File: config.mk
export PLATFORM = sky130hd
export DESIGN_NAME = fetch_sequencer
export DESIGN_NICKNAME = d
export VERILOG_FILES = /design/src/rtl/mips_pkg.sv /design/src/rtl/fetch_skid.sv /design/src/rtl/fetch_sequencer.sv
export SDC_FILE = /design/constraint.sdc
export NUM_CORES = 1
export LEC_CHECK = 0
export BUFFER_PORTS_ARGS = -buffer_cell sky130_fd_sc_hd__buf_2
export CELL_PAD_IN_SITES_DETAIL_PLACEMENT = 1
export CELL_PAD_IN_SITES_GLOBAL_PLACEMENT = 2
export CORE_ASPECT_RATIO = 1.75
export CORE_UTILIZATION = 32
export DETAILED_ROUTE_END_ITERATION = 6
export PLACE_DENSITY = 0.87
export SYNTH_ARGS = -nofsm -noshare
export SYNTH_HDL_FRONTEND = slang
export SYNTH_HIERARCHICAL = 1
export SYNTH_SLANG_ARGS = --single-unit
File: constraint.sdc
create_clock -name clk -period 3.46 [get_ports clk]
set_input_delay 0.692 -clock clk [delete_from_list [all_inputs] [get_ports clk]]
set_output_delay 0.692 -clock clk [all_outputs]
set_load 0.05 [all_outputs]
File: src/rtl/mips_pkg.sv
// Shared MIPS pipeline definitions: reset vector, fetch FSM states, NPC operation
// encodings and the {pc, instr} word carried between fetch and decode.
package mips_pkg;

  localparam logic [31:0] RESET_PC_DEFAULT = 32'h0000_3000;

  typedef enum logic [1:0] {
    S_FETCH = 2'd0,
    S_HELD  = 2'd1,
    S_ERR   = 2'd2
  } fetch_state_e;

  // Encodings shared with NPC and the control unit.
  typedef enum logic [1:0] {
    NPC_OTHER = 2'd0,
    NPC_BEQ   = 2'd1,
    NPC_JAL_J = 2'd2,
    NPC_JR    = 2'd3
  } npc_op_e;

  typedef struct packed {
    logic [31:0] pc;
    logic [31:0] instr;
  } fetch_word_t;

  function automatic logic misaligned(input logic [31:0] addr);
    return addr[1:0] != 2'b00;
  endfunction

endpackage

File: src/rtl/fetch_skid.sv
// Single-entry {pc, instr} buffer that parks a completed fetch while decode is stalled.
module fetch_skid
  import mips_pkg::*;
(
  input  logic        clk,
  input  logic        reset,
  input  logic        load,
  input  logic        unload,
  input  fetch_word_t din,
  output logic        valid,
  output fetch_word_t dout
);

  always_ff @(posedge clk) begin
    if (reset) begin
      valid <= 1'b0;
      dout  <= '0;
    end else if (load) begin
      valid <= 1'b1;
      dout  <= din;
    end else if (unload) begin
      valid <= 1'b0;
    end
  end

endmodule

File: src/rtl/fetch_sequencer.sv
// Fetch sequencer: owns PC_F, runs the imem request/ready handshake and loads the
// F/D register, applying stalls and decode-resolved redirects with delay-slot semantics.
//
// state   | meaning
// S_FETCH | request outstanding at PC_F
// S_HELD  | fetched word parked in the skid buffer, waiting for decode
// S_ERR   | misaligned fetch target seen; halted until reset
module fetch_sequencer
  import mips_pkg::*;
#(
  parameter logic [31:0] RESET_PC = RESET_PC_DEFAULT
) (
  input  logic        clk,
  input  logic        reset,
  input  logic        stall,
  input  logic        redirect_valid,
  input  logic [31:0] redirect_target,
  output logic        imem_req,
  output logic [31:0] imem_addr,
  input  logic        imem_ready,
  input  logic [31:0] imem_rdata,
  output logic [31:0] PC_F,
  output logic [31:0] PC_D,
  output logic [31:0] Instr_D,
  output logic        valid_D,
  output logic        addr_err
);

  fetch_state_e state;
  logic         pend_v;
  logic [31:0]  pend_tgt;
  logic         complete;
  logic         load_ok;
  logic         consumed;
  logic         redir;
  logic [31:0]  next_pc;
  logic         next_bad;
  logic         skid_load;
  logic         skid_unload;
  logic         skid_valid;
  fetch_word_t  skid_in;
  fetch_word_t  skid_out;

  assign imem_req  = (state == S_FETCH) && !reset;
  assign imem_addr = PC_F;
  assign complete  = imem_req && imem_ready;
  assign load_ok   = !(valid_D && stall);
  assign consumed  = valid_D && !stall;
  assign redir     = redirect_valid && consumed;
  assign next_pc   = redir  ? redirect_target :
                     pend_v ? pend_tgt        :
                              PC_F + 32'd4;
  assign next_bad  = misaligned(next_pc);

  assign skid_in.pc    = PC_F;
  assign skid_in.instr = imem_rdata;
  assign skid_load     = (state == S_FETCH) && complete && !load_ok && !next_bad;
  assign skid_unload   = (state == S_HELD) && load_ok;

  fetch_skid u_skid (
    .clk    (clk),
    .reset  (reset),
    .load   (skid_load),
    .unload (skid_unload),
    .din    (skid_in),
    .valid  (skid_valid),
    .dout   (skid_out)
  );

  always_ff @(posedge clk) begin
    if (reset) begin
      state    <= S_FETCH;
      PC_F     <= RESET_PC;
      PC_D     <= '0;
      Instr_D  <= '0;
      valid_D  <= 1'b0;
      addr_err <= 1'b0;
      pend_v   <= 1'b0;
      pend_tgt <= '0;
    end else begin
      // A redirect with no fetch finishing this cycle waits for the delay slot.
      if (redir && !complete) begin
        pend_v   <= 1'b1;
        pend_tgt <= redirect_target;
      end
      case (state)
        S_FETCH: begin
          if (complete) begin
            if (load_ok) begin
              PC_D    <= PC_F;
              Instr_D <= imem_rdata;
              valid_D <= 1'b1;
            end
            if (next_bad) begin
              addr_err <= 1'b1;
              state    <= S_ERR;
            end else begin
              PC_F   <= next_pc;
              pend_v <= 1'b0;
              if (!load_ok) state <= S_HELD;
            end
          end else if (consumed) begin
            valid_D <= 1'b0;
          end
        end
        S_HELD: begin
          if (load_ok) begin
            if (skid_valid) begin
              PC_D    <= skid_out.pc;
              Instr_D <= skid_out.instr;
              valid_D <= 1'b1;
            end else if (consumed) begin
              valid_D <= 1'b0;
            end
            state <= S_FETCH;
          end
        end
        S_ERR: begin
          if (consumed) valid_D <= 1'b0;
        end
        default: state <= S_ERR;
      endcase
    end
  end

endmodule

# Word level (Yosys, flattened, before mapping)
# Index checks and enable logic that the tools add are counted.
# word_totals
regBits	198
latch_bits	0
mem_bits_rw	0
mem_bits_ro	0
in_bits	69
out_inout_bits	131
wordCells	76
memories	0
# classes
n_addsub	1
n_mul	0
div_mod_pow	0
order_cmp	0
eq_ne	8
n_shift	0
mux	29
n_bitwise	2
reduce_logical	25
# op_table
op	n
$mux 32	10
$pmux 32 s2	2
$add 32x3->32 const B	1
$mux 1	11
$logic_and 1x1->1	10
$reduce_and 3->1	3
$mux 2	4
$ne 2x2->1 const B	3
$pmux 2 s3	1
$reduce_bool 2->1	3
$logic_not 1->1	5
$reduce_and 5->1	1
$reduce_and 4->1	1
$ne 3x2->1 const B	1
$ne 3x3->1 const B	1
$pmux 1 s3	1
$reduce_bool 3->1	1
$eq 2x1->1 const B	1
$eq 2x2->1 const B	1
$logic_not 2->1	1
$ne 2x1->1 const B	1
$not 1->1	2

# Longest topological paths before layout
# Gate-level depths: netlist of run 1.
# logic_depth
depth_word	9
mapped_depth	11
ltp_nobuf	7

# Cells and area by module
# Netlist of run 1, hierarchy kept.
# modules_own_cells
module	n_inst	cells_each	area_per_inst_um2	seq_area_each_um2
fetch_sequencer	1	784	6547.5	2662.6
fetch_skid	1	210	2344.7	1301.2

# Least setup slack after synthesis of run 1
# OpenSTA, ideal clock, no wires.
# synth_path
path_kind	input to register
startpoint	in reset
endpoint	reg u_skid/dout[37] (netlist bit)
setup_ps	128
t_arrival_ps	2924
t_required_ps	3332
setup_slack_ps	409
stages	10
path_buffers	4
path_cell_list	nor3_2 nand2_1 a21o_1 clkbuf_1 buf_2 nor2_1 buf_6 buf_12 mux2i_1 nor2_1
# synth_via
elab_chain_len	6
# synth_lines
element	line_no	source
start, declared	fetch_sequencer.sv:14	input logic reset,
$logic_not 1->1	fetch_sequencer.sv:44	assign imem_req = (state == S_FETCH) && !reset;
$logic_and 1x1->1	fetch_sequencer.sv:44	
$logic_and 1x1->1	fetch_sequencer.sv:46	assign complete = imem_req && imem_ready;
$logic_and 1x1->1 (3 in a row)	fetch_sequencer.sv:57	assign skid_load = (state == S_FETCH) && complete && !load_ok && !next_bad;
named net skid_load	fetch_sequencer.sv:38	logic skid_load;
end signal, assigned	fetch_skid.sv:20	dout <= din;
end, declared	fetch_skid.sv:11	output fetch_word_t dout
# The timed path passes the listed nets, and every way through them passes these cells.
# A chain may end at the register's enable or synchronous reset.

# Worst setup path after layout of run 1
# layout_path
startpoint	reg pend_v
endpoint	reg u_skid/dout[37] (netlist bit)
# layout_via
elab_chain_len	5
# layout_lines
element	line_no	source
start, declared	fetch_sequencer.sv:30	logic pend_v;
start signal, assigned	fetch_sequencer.sv:78	pend_v <= 1'b0;
start signal, assigned	fetch_sequencer.sv:83	pend_v <= 1'b1;
start signal, assigned	fetch_sequencer.sv:99	pend_v <= 1'b0;
$mux 32	fetch_sequencer.sv:51	pend_v ? pend_tgt :
$mux 32	fetch_sequencer.sv:50	assign next_pc = redir ? redirect_target :
$reduce_bool 2->1	mips_pkg.sv:27	return addr[1:0] != 2'b00;
$logic_not 1->1	fetch_sequencer.sv:57	
$logic_and 1x1->1	fetch_sequencer.sv:57	
named net skid_load	fetch_sequencer.sv:38	
# The timed path passes the listed nets, and every way through them passes these cells.

==> results.yml, run 1 <==
timing:
  fmax_ghz: 0.402
  setup_viol: 0
  worstMarginPinSlew_ns: 0.981
  setup-tns-final_ns: 0
  rsz0062_at_grt: "no"
  relSlewSlack_pct: 34.5
  period_needed_ns: 2.49
  fin_crit_sh_pct: 71.9
  hold_viol_final: 0
  fin_skew_ns: 0.0124
  finalMaxSlewViolations: 0
logic_synthesis:
  synth_nets: 1064
  synth_area_um2: 8890
  yosys.area.top_type_share_pct: 44.6
  synth_cell_types: 52
  yosys.area.top_type: "dfxtp_1"
  ys_seq_area_share_pct: 44.6
  ys_seq_elements: 198
  ys.flop_type: "dfxtp_1"
  yosys_warnings: 6
  yosysMostFrequentCell: "dfxtp_1"
  synthTopCellsByArea: "dfxtp_1 (45%), mux2i_1 (15%), nor2_1 (6.4%), a211oi_1 (5.6%), nand2_1 (3.8%)"
  postSynth.asyncResetShare_pct: 0
  netlist_top_cells_count: "dfxtp_1 (198), nor2_1 (151), mux2i_1 (136)"
  synth_edf_count: 0
  netlist_instances: 994
  syn-mean-instance-area_um2: 8.95
global_route:
  grt_overflow_total: 0
  grt_max_degree: 130
  grt_pass1_vias: 7696
  grt_pass1_wl_um: 41300
  antenna_found_initial: 4
  track_usage_pct: 18.8
floorplanning:
  coreArea_um2: 27300
  initial_utilization_pct: 32.5
  die-area_um2: 28500
  rows: 80
  ioPinCount: 200
  die_x_um: 128
  die_height_um: 223
min_path:
  hold_path_depth: 2
  worstHoldStart: "addr_err$_SDFFE_PP0P_"
  whs_endpoint: "addr_err$_SDFFE_PP0P_"
  hold_path_class: "reg2reg"
clocking:
  cts_hold_buf: 0
  cts_tree: "yes"
  cts-resized-gates: 0
  clockBufferDepth: 2
  cts.sink_count: 198
  clk_pin_slew_worst_paths_ns: 0.08
  cts-root-buf: "clkbuf_16"
  clock_latency_ns: 0.45
  post-cts-setup-buffers: 0
  htree_levels: 4
  numCtsBuffers: 17
finish:
  fill_cells: 3263
  area_growth_pct: 18.5
  final_cells: 1512
  fin_nets: 1195
  layout-drive-gt1-share_pct: 23.3
  fin_area_um2: 10500
power:
  leakagePower_nw: 4.02
  finalPower_w: 0.00524
  ir_worst_vdd_v: 0.000360
  power.density_nw_per_um2: 498
run:
  cap_violations: 0
critical_path:
  r2r_setup_slack_ns: 0.97
  worst_setup_path_end_kind: "register"
  crit_chain: "buf_4 > nor3b_1 > o21ai_1 > a21o_1 > nor2_4 > buf_4 > mux2i_1 > nor2_1"
  start_kind: "register"
  r2r_start: "pend_v$_SDFF_PP0_"
  crit_top_cell: "buf_4"
  r2r_end: "u_skid/dout[37]$_SDFFE_PP0P_"
  max_stage_delay_ns: 0.37
  slowest_stage: "dfxtp_1"
  required_ns: 3.77
  cpLargestDelayFamily: "simple AND/OR/NAND/NOR gates"
  reg2reg_depth: 8
  crit_type: "reg2reg"
  crit_cells: 8
  cp_num_buf_inv: 2
  crit_fanout: 16
  critPathArrivalTime_ns: 2.80
place:
  numPlacedInstances: 1475
  dpl.hpwl_um: 17800
  port_buffers: 199
  gp_congestion: 0.750
  placed_cell_area_um2: 9940
route:
  via_per_inst: 5.00
  drc: 0
  wl_per_cell_um: 17.3
  wl_um: 26200
  via_count: 7556
  postRouteAntennaNets: 0
  first_pass_iters: 4
  drtIter0Drc: 292
outcome:
  status: "finished, final reports clean"
worst max path at each step:
stage,slack [ns],from,end
global route,0.81,pend_v$_SDFF_PP0_,u_skid/dout[34]$_SDFFE_PP0P_
CTS,0.99,pend_v$_SDFF_PP0_,u_skid/dout[37]$_SDFFE_PP0P_
global placement,0.89,reset,u_skid/dout[46]$_SDFFE_PP0P_
floorplan,0.41,reset,u_skid/dout[37]$_SDFFE_PP0P_
detailed placement,0.79,reset,u_skid/dout[37]$_SDFFE_PP0P_
finish,0.97,pend_v$_SDFF_PP0_,u_skid/dout[37]$_SDFFE_PP0P_
routing by layer:
| metal | track usage [%] | part of all wire, % | vias up |
|---|---|---|---|
| met4 | 8.77 | 1.8 | 0 |
| met1 | 20.4 | 40 | 3673 |
| met2 | 35.0 | 55 | 137 |
| li1 | - | - | 3719 |
| met5 | 0 | 0 | - |
| met3 | 2.79 | 2.7 | 27 |
power breakdown:
| part | internal [W] | switching (W) |
|---|---|---|
| logic | 0.000200 | 0.000570 |
| registers | 0.00236 | 0.0000769 |
| clock network | 0.00108 | 0.000957 |
| total | 0.00364 | 0.00160 |
tightest hold or removal path: stages, from the launching register on:
cell     delay [ns]
dfxtp_1        0.31
inv_1          0.05
a21oi_1        0.05
layout make-up:
| type | count | area, um2 | share of cell area, % |
|---|---|---|---|
| inverters | 6 | 22.5 | 0.214 |
| diodes | 5 | 12.5 | 0.119 |
| multi-input cells | 683 | 4290 | 40.7 |
| flip-flops and latches | 198 | 3960 | 37.6 |
| clock buffers | 17 | 425 | 4.04 |
| well taps | 369 | 462 | 4.38 |
| clock inverters | 15 | 165 | 1.57 |
| repair buffers | 219 | 1200 | 11.4 |
cells in the final DEF, fill, tap and decap left out, types with 2 or more instances in the layout:
| cell type | n |
|---|---|
| dfxtp_1 | 198 |
| buf_2 | 198 |
| nor2_1 | 149 |
| mux2i_1 | 136 |
| nand2_1 | 91 |
| a211oi_1 | 66 |
| a21oi_1 | 57 |
| o21ai_0 | 38 |
| and3_1 | 22 |
| nand3_1 | 19 |
| xnor2_1 | 18 |
| clkbuf_16 | 17 |
| buf_4 | 16 |
| a31oi_1 | 14 |
| nand4_1 | 11 |
| o22ai_1 | 7 |
| nor3_1 | 6 |
| xor2_1 | 6 |
| inv_6 | 6 |
| diode_2 | 5 |
| inv_1 | 5 |
| o211ai_1 | 5 |
| and2_1 | 4 |
| or3_1 | 4 |
| buf_12 | 4 |
| a21o_1 | 3 |
| clkinvlp_4 | 3 |
| nor4_1 | 2 |
| bufinv_16 | 2 |
| clkinv_2 | 2 |
sequential cells by signal, summed over array words and instances, names as in the netlist:
register	count
PC_D	32
u_skid/valid	1
Instr_D	32
PC_F	32
valid_D	1
pend_tgt	32
u_skid/dout	64
state	2
addr_err	1
pend_v	1
cell families after synthesis:
family	Yosys count	synth area share, %
and+or+nand+nor	323	16.0
AOI/OAI and AO/OA	199	14.0
DFF	198	44.6
muxes	136	15.3
buffers and inverters	113	7.63
xor gates and xnor gates	24	2.36
adders and majority gates	1	0.141
stage by stage:
step / worst slack (ns) / util, % / hold WS, ns
floorplan: 0.409 / - / 0.433
global placement: 0.887 / 36.4 / 0.433
detailed placement: 0.795 / 36.4 / 0.439
CTS: 0.993 / 38.5 / 0.451
global route: 0.813 / 38.6 / 0.474
finish: 0.971 / 38.6 / 0.449
No activity file was read; power rests on OpenSTA's default activity.
==> run 2, diff against run 1 <==
- ABC_AREA: unset -> 1
- CORE_UTILIZATION: 32 -> 30
- clock period: 3.46 -> 2.5 ns (I/O delays scaled with it)
==> results.yml, run 2 <==
outcome:
  status: "finished, final reports clean"
logic_synthesis:
  synth_cell_types: 35
  synthTopCellsByArea: "dfxtp_1 (42%), nor2_1 (14%), mux2_2 (7.7%), o21ai_0 (7.3%), nand2_1 (6.3%)"
  synth_edf_count: 0
  yosys_warnings: 6
  yosys.area.top_type: "dfxtp_1"
  synth_nets: 1361
  netlist_top_cells_count: "nor2_1 (359), dfxtp_1 (198), nand2_1 (156)"
  syn-mean-instance-area_um2: 7.24
  ys_seq_elements: 198
  ys_seq_area_share_pct: 42.4
  ys.flop_type: "dfxtp_1"
  synth_area_um2: 9350
  yosys.area.top_type_share_pct: 42.4
  netlist_instances: 1291
  postSynth.asyncResetShare_pct: 0
  yosysMostFrequentCell: "nor2_1"
critical_path:
  cpLargestDelayFamily: "simple AND/OR/NAND/NOR gates"
  cp_num_buf_inv: 0
  crit_type: "reg2reg"
  cp-startpoint: "PC_F[10]$_SDFFE_PP0P_"
  max_stage_delay_ns: 0.65
  reg2reg_depth: 9
  crit_fanout: 9
  crit_chain: "nand2_1 > nor2_1 > nand2_1 > nor2_1 > nand2_1 > nand2_1 > nand3_1 > nand2_1 > a21oi_1"
  slowest_stage: "dfxtp_1"
  required_ns: 2.85
  critPathArrivalTime_ns: 2.48
  crit_cells: 9
  crit_top_cell: "nand2_1"
  start_kind: "register"
  worst_setup_path_end_kind: "register"
  r2r_end: "PC_F[29]$_SDFFE_PP0P_"
  endpoint: "PC_F[29]$_SDFFE_PP0P_"
  r2r_start: "PC_F[10]$_SDFFE_PP0P_"
  r2r_setup_slack_ns: 0.37
timing:
  hold_viol_final: 0
  rsz0062_at_grt: "no"
  setup_viol: 0
  finalMaxSlewViolations: 0
  fin_crit_sh_pct: 85.0
  relSlewSlack_pct: 46.5
  period_needed_ns: 2.13
  fin_skew_ns: 0.0105
  worstMarginPinSlew_ns: 0.802
  fmax_ghz: 0.471
  setup-tns-final_ns: 0
power:
  finalPower_w: 0.00791
  ir_worst_vdd_v: 0.000527
  leakagePower_nw: 5.12
  power.density_nw_per_um2: 708
clocking:
  cts_tree: "yes"
  clk_pin_slew_worst_paths_ns: 0.07
  htree_levels: 4
  clock_latency_ns: 0.46
  cts-root-buf: "clkbuf_16"
  numCtsBuffers: 17
  clockBufferDepth: 2
  cts.sink_count: 198
  cts-resized-gates: 0
  post-cts-setup-buffers: 0
  cts_hold_buf: 0
route:
  via_per_inst: 4.89
  postRouteAntennaNets: 0
  drtIter0Drc: 371
  via_count: 9059
  first_pass_iters: 4
  wl_um: 32500
  wl_per_cell_um: 17.5
  drc: 0
place:
  port_buffers: 199
  gp_congestion: 0.810
  dpl.hpwl_um: 23800
floorplanning:
  ioPinCount: 200
  die_height_um: 236
  die-area_um2: 31900
  coreArea_um2: 30700
  initial_utilization_pct: 30.4
  rows: 85
  die_x_um: 135
run:
  cap_violations: 0
finish:
  layout-drive-gt1-share_pct: 24.8
  area_growth_pct: 19.6
  mostFrequentLayoutCells: "nor2_1 (358), buf_2 (199), dfxtp_1 (198)"
  largest_reg_flops: 64
  regMostFlops: "u_skid/dout"
  fin_nets: 1517
  final_common_cell: "nor2_1"
  fill_cells: 3857
global_route:
  antenna_found_initial: 5
  grt_pass1_vias: 9518
  grt_overflow_total: 0
  grt_pass1_wl_um: 51600
  grt_max_degree: 76
  track_usage_pct: 21.2
min_path:
  hold_path_class: "in2reg"
-- run 2: cell types whose count changed in the layout (fill, tap and decap cells not counted), moves of 63 or more --
cell      change
a211oi_1     -63
mux2_2       +64
mux2i_1     -136
nand2_1      +64
nor2_1      +209
o21ai_0      +99
-- run 2: through the flow --
step	instance area, um2	hold WS, ns	util, %	std cells	worst slack, ns
2_1_floorplan	9350	0.430	-	1291	0.218
3_3_place_gp	10500	0.438	34.3	1819	0.336
3_5_place_dp	10500	0.447	34.3	1819	0.274
4_1_cts	11200	0.251	36.4	1851	0.352
5_1_grt	11200	0.279	36.4	1852	0.222
6_report	11200	0.279	36.4	1853	0.375
-- run 2: area by class of cell --
type / instances / area (um2) / share of cell area, %
Multi-Input combinational cell: 926 / 4490 / 40.1
Sequential cell: 198 / 3960 / 35.5
Timing Repair Buffer: 245 / 1370 / 12.2
Tap cell: 391 / 489 / 4.38
Clock buffer: 20 / 457 / 4.08
Inverter: 59 / 224 / 2.00
Clock inverter: 12 / 189 / 1.69
Antenna cell: 2 / 5.00 / 0.0448
-- run 2: worst min path at each step --
stage / end / from / slack (ns) / cells after the start
finish: u_skid/dout[2]$_SDFFE_PP0P_ / imem_rdata[2] / 0.28 / 3
global placement: pend_tgt[23]$_SDFFE_PP0P_ / pend_tgt[23]$_SDFFE_PP0P_ / 0.44 / 2
CTS: u_skid/dout[16]$_SDFFE_PP0P_ / imem_rdata[16] / 0.25 / 3
floorplan: pend_tgt[21]$_SDFFE_PP0P_ / pend_tgt[21]$_SDFFE_PP0P_ / 0.43 / 2
detailed placement: pend_tgt[23]$_SDFFE_PP0P_ / pend_tgt[23]$_SDFFE_PP0P_ / 0.45 / 2
global route: u_skid/dout[11]$_SDFFE_PP0P_ / imem_rdata[11] / 0.28 / 3
-- run 2: power breakdown --
part	total, W	switching [W]	internal, W
combinational	0.00137	0.00100	0.000369
clock	0.00308	0.00133	0.00175
sequential	0.00346	0.000161	0.00330
-- run 2: routing by layer --
layer / vias up / track usage [%] / share of wire (%)
met5: - / 0 / 0.16
met4: 8 / 10.2 / 4.0
met3: 67 / 4.54 / 3.7
met2: 169 / 40.7 / 55
met1: 4348 / 20.8 / 37
li1: 4467 / - / -
-- run 2: logic make-up (layout without fill, tap and decap cells) --
kind of cell | after synthesis | after routing | share of synthesized area, %
other cells | 0 | 2 | 0
flops | 198 | 198 | 42.4
simple gates | 569 | 569 | 23.9
fa+ha+maj | 1 | 1 | 0.134
compound gates | 287 | 287 | 15.6
buf+inv | 167 | 336 | 9.77
mux | 64 | 64 | 7.71
xor+xnor | 5 | 5 | 0.469
-- run 2: tightest hold or removal path, delay by kind of cell --
kind / cells / cell delay, ns
buf+inv: 1 / 0.09
simple gates: 2 / 0.12
